$ cat src/rtl/lv_efuse_loader_if.sv
// lv_efuse_loader_if -- control-FSM, eFuse-macro and register-bank signals of
// the LV eFuse loader, bundled into one interface.
//   slave  : the loader side (lv_efuse_loader)
//   master : the environment side (control FSM, eFuse macro, register bank)
// Signals:
//   i_pwr_on, i_efuse_load_req        control FSM -> loader
//   o_efuse_load_done                 loader -> control FSM, 1-cycle pulse
//   o_efuse_rd_en, o_efuse_addr       loader -> macro read strobe/address
//   i_efuse_rdata                     macro -> loader read data
//   o_efuse_wr_vld/_wr_addr/_wr_data  loader -> register-bank write
//   o_efuse_vld, o_efuse_chk_err      status levels
interface lv_efuse_loader_if #(
  parameter int EFUSE_DW = 8,
  parameter int EFUSE_AW = 3
);
  logic                i_pwr_on;
  logic                i_efuse_load_req;
  logic                o_efuse_load_done;
  logic                o_efuse_rd_en;
  logic [EFUSE_AW-1:0] o_efuse_addr;
  logic [EFUSE_DW-1:0] i_efuse_rdata;
  logic                o_efuse_wr_vld;
  logic [EFUSE_AW-1:0] o_efuse_wr_addr;
  logic [EFUSE_DW-1:0] o_efuse_wr_data;
  logic                o_efuse_vld;
  logic                o_efuse_chk_err;

  modport slave (
    input  i_pwr_on, i_efuse_load_req, i_efuse_rdata,
    output o_efuse_load_done, o_efuse_rd_en, o_efuse_addr,
           o_efuse_wr_vld, o_efuse_wr_addr, o_efuse_wr_data,
           o_efuse_vld, o_efuse_chk_err
  );

  modport master (
    output i_pwr_on, i_efuse_load_req, i_efuse_rdata,
    input  o_efuse_load_done, o_efuse_rd_en, o_efuse_addr,
           o_efuse_wr_vld, o_efuse_wr_addr, o_efuse_wr_data,
           o_efuse_vld, o_efuse_chk_err
  );
endinterface

$ cat src/rtl/lv_efuse_loader.sv
// lv_efuse_loader -- LV-domain eFuse load responder.
// On a load request it reads EFUSE_WORDS words from the eFuse macro (each
// read strobe held RD_WAIT cycles), writes every word into the register bank,
// then validates the XOR checksum held in the last word and returns a
// one-cycle done pulse plus validity/error levels.
// Ports:
//   i_clk  system clock
//   i_rst  synchronous active-high reset
//   bus    lv_efuse_loader_if.slave (control, macro, register-bank signals)
// Configuration macro:
//   EFUSE_CHKSUM_EN  defined: XOR checksum compare drives o_efuse_vld /
//                    o_efuse_chk_err. Undefined: no accumulator, vld=1 at
//                    DONE, chk_err tied 0; latency identical.
// All outputs are registers; each is loaded from the next-state decode so it
// is asserted in the same cycle the FSM sits in the corresponding state.
module lv_efuse_loader #(
  parameter int EFUSE_WORDS = 8,
  parameter int EFUSE_DW    = 8,
  parameter int EFUSE_AW    = 3,
  parameter int RD_WAIT     = 4
) (
  input  logic              i_clk,
  input  logic              i_rst,
  lv_efuse_loader_if.slave  bus
);

  localparam int WW = (RD_WAIT > 1) ? $clog2(RD_WAIT) : 1;
  localparam logic [EFUSE_AW-1:0] LAST_IDX  = EFUSE_AW'(EFUSE_WORDS - 1);
  localparam logic [WW-1:0]       LAST_WAIT = WW'(RD_WAIT - 1);

  typedef enum logic [2:0] {IDLE, RD, WR, CHK, DONE, REL} state_e;

  state_e              state_q, state_d;
  logic [EFUSE_AW-1:0] idx_q, idx_d;
  logic [WW-1:0]       wait_q, wait_d;
  logic [EFUSE_DW-1:0] data_q, data_d;
  logic                rd_en_q, rd_en_d;
  logic                wr_vld_q, wr_vld_d;
  logic                done_q, done_d;
  logic                vld_q, vld_d;
  logic                err_q, err_d;
`ifdef EFUSE_CHKSUM_EN
  logic [EFUSE_DW-1:0] acc_q, acc_d;
`endif

  always_comb begin
    state_d = state_q;
    idx_d   = idx_q;
    wait_d  = wait_q;
    data_d  = data_q;
    vld_d   = vld_q;
    err_d   = err_q;
`ifdef EFUSE_CHKSUM_EN
    acc_d   = acc_q;
`endif
    // Power loss outside IDLE aborts the load silently: no done pulse and
    // the status levels are cleared.
    if (state_q != IDLE && !bus.i_pwr_on) begin
      state_d = IDLE;
      idx_d   = '0;
      wait_d  = '0;
      vld_d   = 1'b0;
      err_d   = 1'b0;
    end else begin
      case (state_q)
        IDLE: begin
          if (bus.i_pwr_on && bus.i_efuse_load_req) begin
            state_d = RD;
            idx_d   = '0;
            wait_d  = '0;
            vld_d   = 1'b0;
            err_d   = 1'b0;
`ifdef EFUSE_CHKSUM_EN
            acc_d   = '0;
`endif
          end
        end
        RD: begin
          // Macro data is valid on the last strobe cycle only.
          if (wait_q == LAST_WAIT) begin
            state_d = WR;
            data_d  = bus.i_efuse_rdata;
            wait_d  = '0;
          end else begin
            wait_d  = WW'(wait_q + 1'b1);
          end
        end
        WR: begin
          if (idx_q == LAST_IDX) begin
            state_d = CHK;   // counter parks on the checksum word
          end else begin
`ifdef EFUSE_CHKSUM_EN
            acc_d   = acc_q ^ data_q;
`endif
            idx_d   = idx_q + 1'b1;
            state_d = RD;
          end
        end
        CHK: begin
          // data_q still holds the checksum word written last.
          state_d = DONE;
`ifdef EFUSE_CHKSUM_EN
          vld_d   = (acc_q == data_q);
          err_d   = (acc_q != data_q);
`else
          vld_d   = 1'b1;
          err_d   = 1'b0;
`endif
        end
        DONE: state_d = REL;
        // A request left high must not start a second load.
        REL: if (!bus.i_efuse_load_req) state_d = IDLE;
        default: state_d = IDLE;
      endcase
    end
    rd_en_d  = (state_d == RD);
    wr_vld_d = (state_d == WR);
    done_d   = (state_d == DONE);
  end

  always_ff @(posedge i_clk) begin
    if (i_rst) begin
      state_q  <= IDLE;
      idx_q    <= '0;
      wait_q   <= '0;
      data_q   <= '0;
      rd_en_q  <= 1'b0;
      wr_vld_q <= 1'b0;
      done_q   <= 1'b0;
      vld_q    <= 1'b0;
      err_q    <= 1'b0;
`ifdef EFUSE_CHKSUM_EN
      acc_q    <= '0;
`endif
    end else begin
      state_q  <= state_d;
      idx_q    <= idx_d;
      wait_q   <= wait_d;
      data_q   <= data_d;
      rd_en_q  <= rd_en_d;
      wr_vld_q <= wr_vld_d;
      done_q   <= done_d;
      vld_q    <= vld_d;
      err_q    <= err_d;
`ifdef EFUSE_CHKSUM_EN
      acc_q    <= acc_d;
`endif
    end
  end

  assign bus.o_efuse_rd_en     = rd_en_q;
  assign bus.o_efuse_addr      = idx_q;
  assign bus.o_efuse_wr_vld    = wr_vld_q;
  assign bus.o_efuse_wr_addr   = idx_q;
  assign bus.o_efuse_wr_data   = data_q;
  assign bus.o_efuse_load_done = done_q;
  assign bus.o_efuse_vld       = vld_q;
  assign bus.o_efuse_chk_err   = err_q;

endmodule
$ cat src/flat_wrapper.sv
// flat-port wrapper written by rule: the top's interface ports become plain ports
module lv_efuse_loader_flat 
#(
  parameter int EFUSE_WORDS = 8,
  parameter int EFUSE_DW    = 8,
  parameter int EFUSE_AW    = 3,
  parameter int RD_WAIT     = 4
)
  (i_clk, i_rst, bus_i_pwr_on, bus_i_efuse_load_req, bus_i_efuse_rdata, bus_o_efuse_load_done, bus_o_efuse_rd_en, bus_o_efuse_addr, bus_o_efuse_wr_vld, bus_o_efuse_wr_addr, bus_o_efuse_wr_data, bus_o_efuse_vld, bus_o_efuse_chk_err);
  lv_efuse_loader_if #(.EFUSE_DW(EFUSE_DW), .EFUSE_AW(EFUSE_AW)) bus_i ();
  input  logic i_clk;
  input  logic i_rst;
  input wire logic [$bits(bus_i.i_pwr_on)-1:0] bus_i_pwr_on;
  input wire logic [$bits(bus_i.i_efuse_load_req)-1:0] bus_i_efuse_load_req;
  input wire logic [$bits(bus_i.i_efuse_rdata)-1:0] bus_i_efuse_rdata;
  output wire logic [$bits(bus_i.o_efuse_load_done)-1:0] bus_o_efuse_load_done;
  output wire logic [$bits(bus_i.o_efuse_rd_en)-1:0] bus_o_efuse_rd_en;
  output wire logic [$bits(bus_i.o_efuse_addr)-1:0] bus_o_efuse_addr;
  output wire logic [$bits(bus_i.o_efuse_wr_vld)-1:0] bus_o_efuse_wr_vld;
  output wire logic [$bits(bus_i.o_efuse_wr_addr)-1:0] bus_o_efuse_wr_addr;
  output wire logic [$bits(bus_i.o_efuse_wr_data)-1:0] bus_o_efuse_wr_data;
  output wire logic [$bits(bus_i.o_efuse_vld)-1:0] bus_o_efuse_vld;
  output wire logic [$bits(bus_i.o_efuse_chk_err)-1:0] bus_o_efuse_chk_err;
  assign bus_i.i_pwr_on = bus_i_pwr_on;
  assign bus_i.i_efuse_load_req = bus_i_efuse_load_req;
  assign bus_i.i_efuse_rdata = bus_i_efuse_rdata;
  assign bus_o_efuse_load_done = bus_i.o_efuse_load_done;
  assign bus_o_efuse_rd_en = bus_i.o_efuse_rd_en;
  assign bus_o_efuse_addr = bus_i.o_efuse_addr;
  assign bus_o_efuse_wr_vld = bus_i.o_efuse_wr_vld;
  assign bus_o_efuse_wr_addr = bus_i.o_efuse_wr_addr;
  assign bus_o_efuse_wr_data = bus_i.o_efuse_wr_data;
  assign bus_o_efuse_vld = bus_i.o_efuse_vld;
  assign bus_o_efuse_chk_err = bus_i.o_efuse_chk_err;
  lv_efuse_loader #(.EFUSE_WORDS(EFUSE_WORDS), .EFUSE_DW(EFUSE_DW), .EFUSE_AW(EFUSE_AW), .RD_WAIT(RD_WAIT)) u_core (.i_clk(i_clk), .i_rst(i_rst), .bus(bus_i));
endmodule
$ cat config.mk
export PLATFORM = sky130hd
export DESIGN_NAME = lv_efuse_loader_flat
export DESIGN_NICKNAME = d
export VERILOG_FILES = /design/src/rtl/lv_efuse_loader_if.sv /design/src/rtl/lv_efuse_loader.sv /design/src/flat_wrapper.sv
export SDC_FILE = /design/constraint.sdc
export NUM_CORES = 1
export LEC_CHECK = 0
export CAP_MARGIN = 20
export CORE_ASPECT_RATIO = 1.2
export CORE_MARGIN = 2
export CORE_UTILIZATION = 40
export CTS_BUF_LIST = sky130_fd_sc_hd__clkbuf_8
export CTS_CLUSTER_SIZE = 30
export DETAILED_ROUTE_END_ITERATION = 10
export PLACE_DENSITY = 0.79
export SLEW_MARGIN = 5
export SYNTH_ARGS = -nofsm -noshare
export SYNTH_HDL_FRONTEND = slang
export SYNTH_SLANG_ARGS = --single-unit
$ cat constraint.sdc
create_clock -name i_clk -period 2.4 [get_ports i_clk]
set_input_delay 0.24 -clock i_clk [delete_from_list [all_inputs] [get_ports i_clk]]
set_output_delay 0.24 -clock i_clk [all_outputs]
set_load 0.01 [all_outputs]
==> Word-level counts from Yosys, hierarchy flattened <==
Index checks and enable logic that the tools add are counted.
{ "totals": {"ff_bits": 21, "input_bits": 12, "out_inout_bits": 19, "word_cells": 52} }
{ "op_classes": {"n_addsub": 2, "eq_ne": 12, "n_mux": 15, "bitwise_logic": 1, "n_reduce_logical": 13} }
{ "ops": {"columns": ["operator", "n"], "rows": [
  ["$mux W3", 6],
  ["$pmux W3 S6", 1],
  ["$eq A3 B3 Y1 const B", 4],
  ["$eq A3 B2 Y1 const B", 3],
  ["$eq A3 B1 Y1 const B", 2],
  ["$mux W2", 3],
  ["$pmux W3 S2", 1],
  ["$reduce_and A3 Y1", 2],
  ["$reduce_bool A2 Y1", 3],
  ["$pmux W1 S2", 2],
  ["$pmux W2 S2", 1],
  ["$reduce_and A2 Y1", 2],
  ["$add A3 B1 Y3 const B", 1],
  ["$logic_not A3 Y1", 1],
  ["$reduce_bool A3 Y1", 1],
  ["$add A2 B1 Y2 const B", 1],
  ["$eq A2 B2 Y1 const B", 1],
  ["$logic_and A1 B1 Y1", 2],
  ["$ne A2 B1 Y1 const B", 1],
  ["$ne A2 B2 Y1 const B", 1],
  ["$reduce_or A2 Y1", 1],
  ["$logic_not A1 Y1", 1],
  ["$mux W1", 1],
  ["$not A1 Y1", 1]
]} }

==> Logic depth before layout (Yosys ltp) <==
Gate-level depths: netlist (run 1).
{ "logic_depth": {"ltp_word": 5, "mapped_depth": 6, "ltp_nobuf": 6} }

==> Worst setup path after synthesis (run 1) <==
Ideal clock, no wire load.
{ "synth_timing": {"path_type": "register to register", "startpoint": "reg u_core.idx_q[0] (netlist: u_core.bus.o_efuse_addr[0])", "endpoint": "reg u_core.idx_q[0] (netlist: u_core.bus.o_efuse_addr[0])", "setup_ns": 0.134, "arrival_time_ns": 1.376, "required_ns": 2.266, "slack_ns": 0.890, "path_stages_with_launch": 6, "path_buffers": 0, "period_less_slack_ns": 1.510, "cell_sequence": "dfxtp_1 ha_1 ha_1 or4b_4 nand3_1 a21oi_1"} }
{ "synth_between": {"elab_chain_len": 3, "elab_cells_between_ends": 6, "cone_classes": "1 x add/sub; 2 x eq/ne; 2 x mux; 1 x reduce/logical"} }
{ "synth_lines": {"columns": ["item", "line", "source"], "rows": [
  ["start: declaration", "lv_efuse_loader.sv:34", "logic [EFUSE_AW-1:0] idx_q, idx_d;"],
  ["start signal: assignment", "lv_efuse_loader.sv:137", "idx_q <= idx_d;"],
  ["$add A3 B1 Y3 or $eq A3 B3 Y1 (tied branches)", "lv_efuse_loader.sv:95, lv_efuse_loader.sv:89", null],
  ["$mux W3 or $ne A2 B2 Y1 (tied branches)", null, null],
  ["$pmux W3 S2 or $reduce_and A3 Y1 (tied branches)", null, null]
]} }
Parallel ways exist; a longest one is shown, timed or not. The select of a mux whose other input is x is not followed.
A chain may end at the register's enable or synchronous reset.

==> Worst setup path after layout (run 1) <==
{ "layout_timing": {"startpoint": "reg u_core.state_q[0]", "endpoint": "reg u_core.data_q[2] (netlist: u_core.bus.o_efuse_wr_data[2])"} }
{ "layout_between": {"elab_chain_len": 4, "elab_cells_between_ends": 5, "cone_classes": "1 x eq/ne; 1 x bitwise; 3 x reduce/logical"} }
{ "layout_lines": {"columns": ["item", "line", "source"], "rows": [
  ["start: declaration", "lv_efuse_loader.sv:33", "state_e state_q, state_d;"],
  ["start signal: assignment", "lv_efuse_loader.sv:136", "state_q <= state_d;"],
  ["$reduce_bool A3 Y1", "lv_efuse_loader.sv:58", "if (state_q != IDLE && !bus.i_pwr_on) begin"],
  ["$logic_and A1 B1 Y1", "lv_efuse_loader.sv:58", null],
  ["$not A1 Y1 (no source line)", null, null],
  ["$reduce_and A3 Y1 (no source line) *", null, null],
  ["end signal: assignment", "lv_efuse_loader.sv:139", "data_q <= data_d;"],
  ["end: declaration", "lv_efuse_loader.sv:36", "logic [EFUSE_DW-1:0] data_q, data_d;"]
]} }
Every way passes the cells marked *; elsewhere a longest branch is shown, timed or not.

==> flow_metrics.py, run 1 <==
metrics = {
    "run_status": {
        "status": "finished, final reports clean",
    },
    "sta": {
        "fin_crit_sh": 0.690,
        "whs_ns": 0.453,
        "worst_pin_slew_ns": 0.537,
        "finalSetupTns_ns": 0,
        "finalSetupViolations": 0,
        "hold_violations": 0,
        "drv_slew": 0,
        "max_freq_ghz": 0.604,
        "setup_slack_ns": 0.745,
        "min_period_ns": 1.65,
        "rsz0062_at_grt": "false",
        "max_slew_margin": 0.637,
        "clock_skew_ns": 0.00572,
    },
    "clocking": {
        "ctsHoldBuffers": 0,
        "clockBufferDepth": 2,
        "clk_pin_slew_ns": 0.08,
        "post-cts-setup-buffers": 0,
        "numCtsBuffers": 3,
        "clockRootBuffer": "clkbuf_8",
        "cts_sinks": 20,
        "htreeDepth": 1,
        "cts_tree": "yes",
        "cts_resized": 0,
        "clk_latency_ns": 0.26,
    },
    "global_routing": {
        "grt_pass1_vias": 667,
        "grt_pass1_wl_mm": 2.72,
        "grt_remaining_overflow": 0,
        "grt_max_degree": 16,
        "antenna_found_initial": 0,
        "gr-usage-all-layers": 0.143,
    },
    "floorplanning": {
        "core_um2": 2090,
        "die-area_um2": 2660,
        "die_w_um": 47.4,
        "pin_count": 31,
        "rows": 18,
        "start_util": 0.432,
        "dieHeight_um": 56.1,
    },
    "detailed_routing": {
        "firstDrtPassIters": 4,
        "num_vias": 717,
        "vias_per_cell": 4.81,
        "wl_mm": 1.67,
        "wire_per_inst_um": 11.2,
        "drt-initial-drc-count": 2,
        "drc_errors": 0,
        "final_antenna_net_count": 0,
    },
    "synthesis": {
        "synth_area_leaders": "dfxtp_1 44%, mux2i_1 9.9%, buf_6 5.0%, nor2_1 4.6%, ha_1 4.1%",
        "yosys_warnings": 0,
        "synth_edf_count": 0,
        "synth.yosys.seq_area_share": 0.442,
        "syn_nets": 110,
        "async_flop_share": 0,
        "post_synth_num_cell_types": 27,
        "synth_area_leader_cell": "dfxtp_1",
        "synthCells": 95,
        "synth.top_cell.area_share": 0.442,
        "synth_area_um2": 906,
        "synth.avg_cell_area_um2": 9.54,
        "synth-seq-cells": 20,
        "synth_ff_type": "dfxtp_1",
    },
    "finish": {
        "instances_no_fill": 149,
        "final_common_cell": "clkdlybuf4s50_1",
        "layout_common_cells": "29 x clkdlybuf4s50_1, 20 x dfxtp_1, 11 x nor2_1, 9 x mux2i_1",
        "syn_to_final_growth_pct": 35.4,
        "n_antenna_cell": 0,
        "drive_above_1_share": 0.0588,
        "fin_nets": 135,
    },
    "critical_path": {
        "startpoint_type": "register",
        "required_ns": 2.54,
        "cp_data_arrival_time_ns": 1.79,
        "max_stage_delay_ns": 0.52,
        "crit_slowest_cell": "dfxtp_1",
        "end_kind": "register",
        "path_cells": "nor3b_2 -> and3_1 -> mux2i_1 -> nor2_1",
        "critPathKind": "reg -> reg",
        "cp_max_fo": 12,
    },
    "placement": {
        "dp_hpwl_mm": 1.27,
        "portBuffers": 29,
        "pre_cts_ws_ns": 0.692,
        "dp.cells": 145,
        "gp_congestion": 0.804,
    },
    "power_and_ir_drop": {
        "cellLeakagePower_nw": 0.436,
        "p_per_area_nw_per_um2": 580,
        "vdd_drop_max_uv": 351,
    },
    "worst_hold_path": {
        "hold_class": "reg -> reg",
    },
    "flow_run": {
        "drv_cap": 0,
    },
}
==> kinds of logic after synthesis <==
| family | Yosys count | share of synthesized area |
|---|---|---|
| other | 1 | 0.00414 |
| buffers and inverters | 10 | 0.0912 |
| and+or+nand+nor | 41 | 0.253 |
| muxes | 9 | 0.0995 |
| AOI/OAI and AO/OA | 11 | 0.0691 |
| adders and majority gates | 3 | 0.0414 |
| DFF | 20 | 0.442 |
==> final timing paths <==
check	to	slack (ns)	depth (start not counted)	from
worst max-delay path	u_core.bus.o_efuse_wr_data[2]	0.75	4	u_core.state_q[0]
worst max register to register	u_core.bus.o_efuse_wr_data[2]	0.75	4	u_core.state_q[0]
worst min-delay path	u_core.bus.o_efuse_vld	0.45	2	u_core.bus.o_efuse_vld
worst min register to register	u_core.bus.o_efuse_vld	0.45	2	u_core.bus.o_efuse_vld
==> report_power, final <==
group	switching, W	internal (W)
Combinational	0.0000166	0.0000237
Clock	0.000111	0.000223
Sequential	0.00000313	0.000334
Total	0.000131	0.000581
==> state kept, by name, summed over array words and instances (netlist names) <==
register	count
u_core.bus.o_efuse_wr_data	8
u_core.bus.o_efuse_addr	3
u_core.state_q	3
u_core.wait_q	2
u_core.bus.o_efuse_load_done	1
u_core.bus.o_efuse_rd_en	1
u_core.bus.o_efuse_vld	1
u_core.bus.o_efuse_wr_vld	1
==> through the flow <==
step                power (W)   util  cell area (um^2)
floorplan            0.000363      -               906
global placement     0.000385  0.551              1150
detailed placement   0.000385  0.551              1150
CTS                  0.000718  0.585              1230
global route         0.000734  0.585              1230
finish               0.000711  0.585              1230
==> Yosys cell counts (2+ instances only) <==
master    number
buf_4          4
ha_1           3
nand3_1        6
nand2b_1       2
dfxtp_1       20
nor2b_1        2
nand2_1        6
nor3_1         4
a21oi_1        5
nand3b_1       3
buf_6          4
o21ai_0        3
mux2i_1        9
nor2_1        11
==> cell type report <==
type / instances / area [um^2]
flip-flops and latches: 20 / 400
repair buffers: 29 / 290
well taps: 30 / 37.5
fillers: 181 / 868
multi-input cells: 65 / 423
inverters: 1 / 3.75
clock inverters: 1 / 30.0
clock buffers: 3 / 41.3
==> routing by layer <==
metal | global-route usage | vias up | wire length (um)
met5 | 0 | - | 0
met1 | 0.163 | 317 | 721
met4 | 0.0952 | 0 | 33
li1 | - | 370 | -
met2 | 0.214 | 26 | 800
met3 | 0.0455 | 4 | 119
==> critical path, delay by kind of cell, from the launching register on <==
family	cells	cell delay, ns
and+or+nand+nor	3	0.77
muxes	1	0.24
DFF	1	0.52
No activity file was read; power rests on OpenSTA's default activity.
==> run 2, diff against run 1 <==
clock period = 1.6 ns   (was 2.4 ns; I/O delays follow)
==> flow_metrics.py, run 2 (synthesized netlist as in run 1, its figures left out) <==
metrics = {
    "detailed_routing": {
        "vias_per_cell": 4.92,
        "wl_mm": 1.86,
        "num_vias": 758,
        "wire_per_inst_um": 12.1,
        "drt-initial-drc-count": 12,
        "drc_errors": 0,
        "final_antenna_net_count": 0,
        "firstDrtPassIters": 4,
    },
    "sta": {
        "rsz0062_at_grt": "false",
        "finalSetupTns_ns": 0,
        "fin_crit_sh": 0.964,
        "max_freq_ghz": 0.648,
        "whs_ns": 0.469,
        "finalSetupViolations": 0,
        "min_period_ns": 1.54,
        "clock_skew_ns": 0.00465,
        "drv_slew": 0,
        "hold_violations": 0,
    },
    "worst_hold_path": {
        "hold_class": "reg -> reg",
        "holdPathStages": 2,
    },
    "global_routing": {
        "grt_remaining_overflow": 0,
        "grt_max_degree": 14,
        "grt_pass1_vias": 760,
        "antenna_found_initial": 0,
        "grt_pass1_wl_mm": 3.19,
        "gr-usage-all-layers": 0.163,
    },
    "clocking": {
        "cts_resized": 0,
        "clk_pin_slew_ns": 0.07,
        "numCtsBuffers": 3,
        "post-cts-setup-buffers": 0,
        "clk_latency_ns": 0.26,
        "cts_sinks": 20,
        "ctsHoldBuffers": 0,
        "clockBufferDepth": 2,
        "cts_tree": "yes",
        "clockRootBuffer": "clkbuf_8",
        "htreeDepth": 1,
    },
    "floorplanning": {
        "pin_count": 31,
        "start_util": 0.432,
        "rows": 18,
        "dieHeight_um": 56.1,
        "die-area_um2": 2660,
        "core_um2": 2090,
        "die_w_um": 47.4,
    },
    "run_status": {
        "status": "finished, final reports clean",
    },
    "power_and_ir_drop": {
        "p_sw_w": 0.000199,
        "p_sw_frac": 0.207,
        "comb_power_share": 0.072,
        "cellLeakagePower_nw": 0.460,
        "p_clk_frac": 0.401,
        "intPower_w": 0.000761,
        "p_per_area_nw_per_um2": 757,
        "vdd_drop_max_uv": 640,
        "seqPwrFrac": 0.527,
    },
    "placement": {
        "dp_hpwl_mm": 1.40,
        "portBuffers": 29,
        "gp_congestion": 0.778,
    },
    "finish": {
        "fill_cells": 201,
        "layout_common_cells": "29 x clkdlybuf4s50_1, 19 x dfxtp_1, 11 x nor2_1, 9 x mux2i_1",
        "seqCellArea_um2": 402,
        "fin_nets": 140,
        "multi_input_area_um2": 429,
        "final_common_cell": "clkdlybuf4s50_1",
        "n_antenna_cell": 0,
        "drive_above_1_share": 0.113,
        "syn_to_final_growth_pct": 39.9,
        "largest_reg_flops": 8,
    },
    "critical_path": {
        "cp_max_fo": 4,
        "critPathKind": "reg -> reg",
        "r2r_cells": 5,
        "required_ns": 1.75,
        "cp_data_arrival_time_ns": 1.69,
        "rrSetupSlack_ns": 0.06,
        "end_kind": "register",
        "startpoint_type": "register",
    },
    "flow_run": {
        "drv_cap": 0,
    },
}
## run 2: worst max-delay path, stage by stage, from the launching register on
cell	delay (ns)
dfxtp_1	0.34
ha_1	0.19
ha_1	0.23
or4b_4	0.51
nand3_1	0.10
a21oi_1	0.07
## run 2: power groups by stage
stage,logic [W],clock network (W),registers [W]
final,0.0000690,0.000385,0.000506
after global routing,0.0000753,0.000418,0.000507
after CTS,0.0000691,0.000393,0.000506
after detailed placement,0.0000691,0,0.000517
after global placement,0.0000665,0,0.000517
after floorplan,0.0000292,0,0.000516
## run 2: per-layer routing
| layer | track usage | vias up | routed length, um | share of wire |
|---|---|---|---|---|
| met5 | 0 | - | 0 | 0 |
| met2 | 0.243 | 31 | 888 | 0.48 |
| met1 | 0.212 | 342 | 830 | 0.45 |
| li1 | - | 380 | - | - |
| met3 | 0.0325 | 5 | 93 | 0.050 |
| met4 | 0.0833 | 0 | 45 | 0.024 |
## run 2: worst paths after layout
kind / end / start
max reg2reg: u_core.bus.o_efuse_addr[1] / u_core.bus.o_efuse_addr[1]
max: u_core.bus.o_efuse_addr[1] / u_core.bus.o_efuse_addr[1]
min: u_core.wait_q[1] / u_core.wait_q[1]
min reg2reg: u_core.wait_q[1] / u_core.wait_q[1]
## run 2: final cells by class
class / instances / area share
multi-input cells: 65 / 0.339
flip-flops and latches: 20 / 0.317
repair buffers: 34 / 0.269
clock buffers: 4 / 0.0434
well taps: 30 / 0.0296
inverters: 1 / 0.00296
## run 2: per-stage QoR
step / setup slack, ns / total power [W] / area, um^2 / util / cells
after floorplan: 0.0900 / 0.000545 / 906 / - / 95
after global placement: 0.123 / 0.000583 / 1200 / 0.575 / 150
after detailed placement: 0.0490 / 0.000587 / 1200 / 0.575 / 150
after CTS: 0.0287 / 0.000968 / 1260 / 0.602 / 154
after global routing: 0.00220 / 0.00100 / 1270 / 0.605 / 154
final: 0.0573 / 0.000960 / 1270 / 0.605 / 154
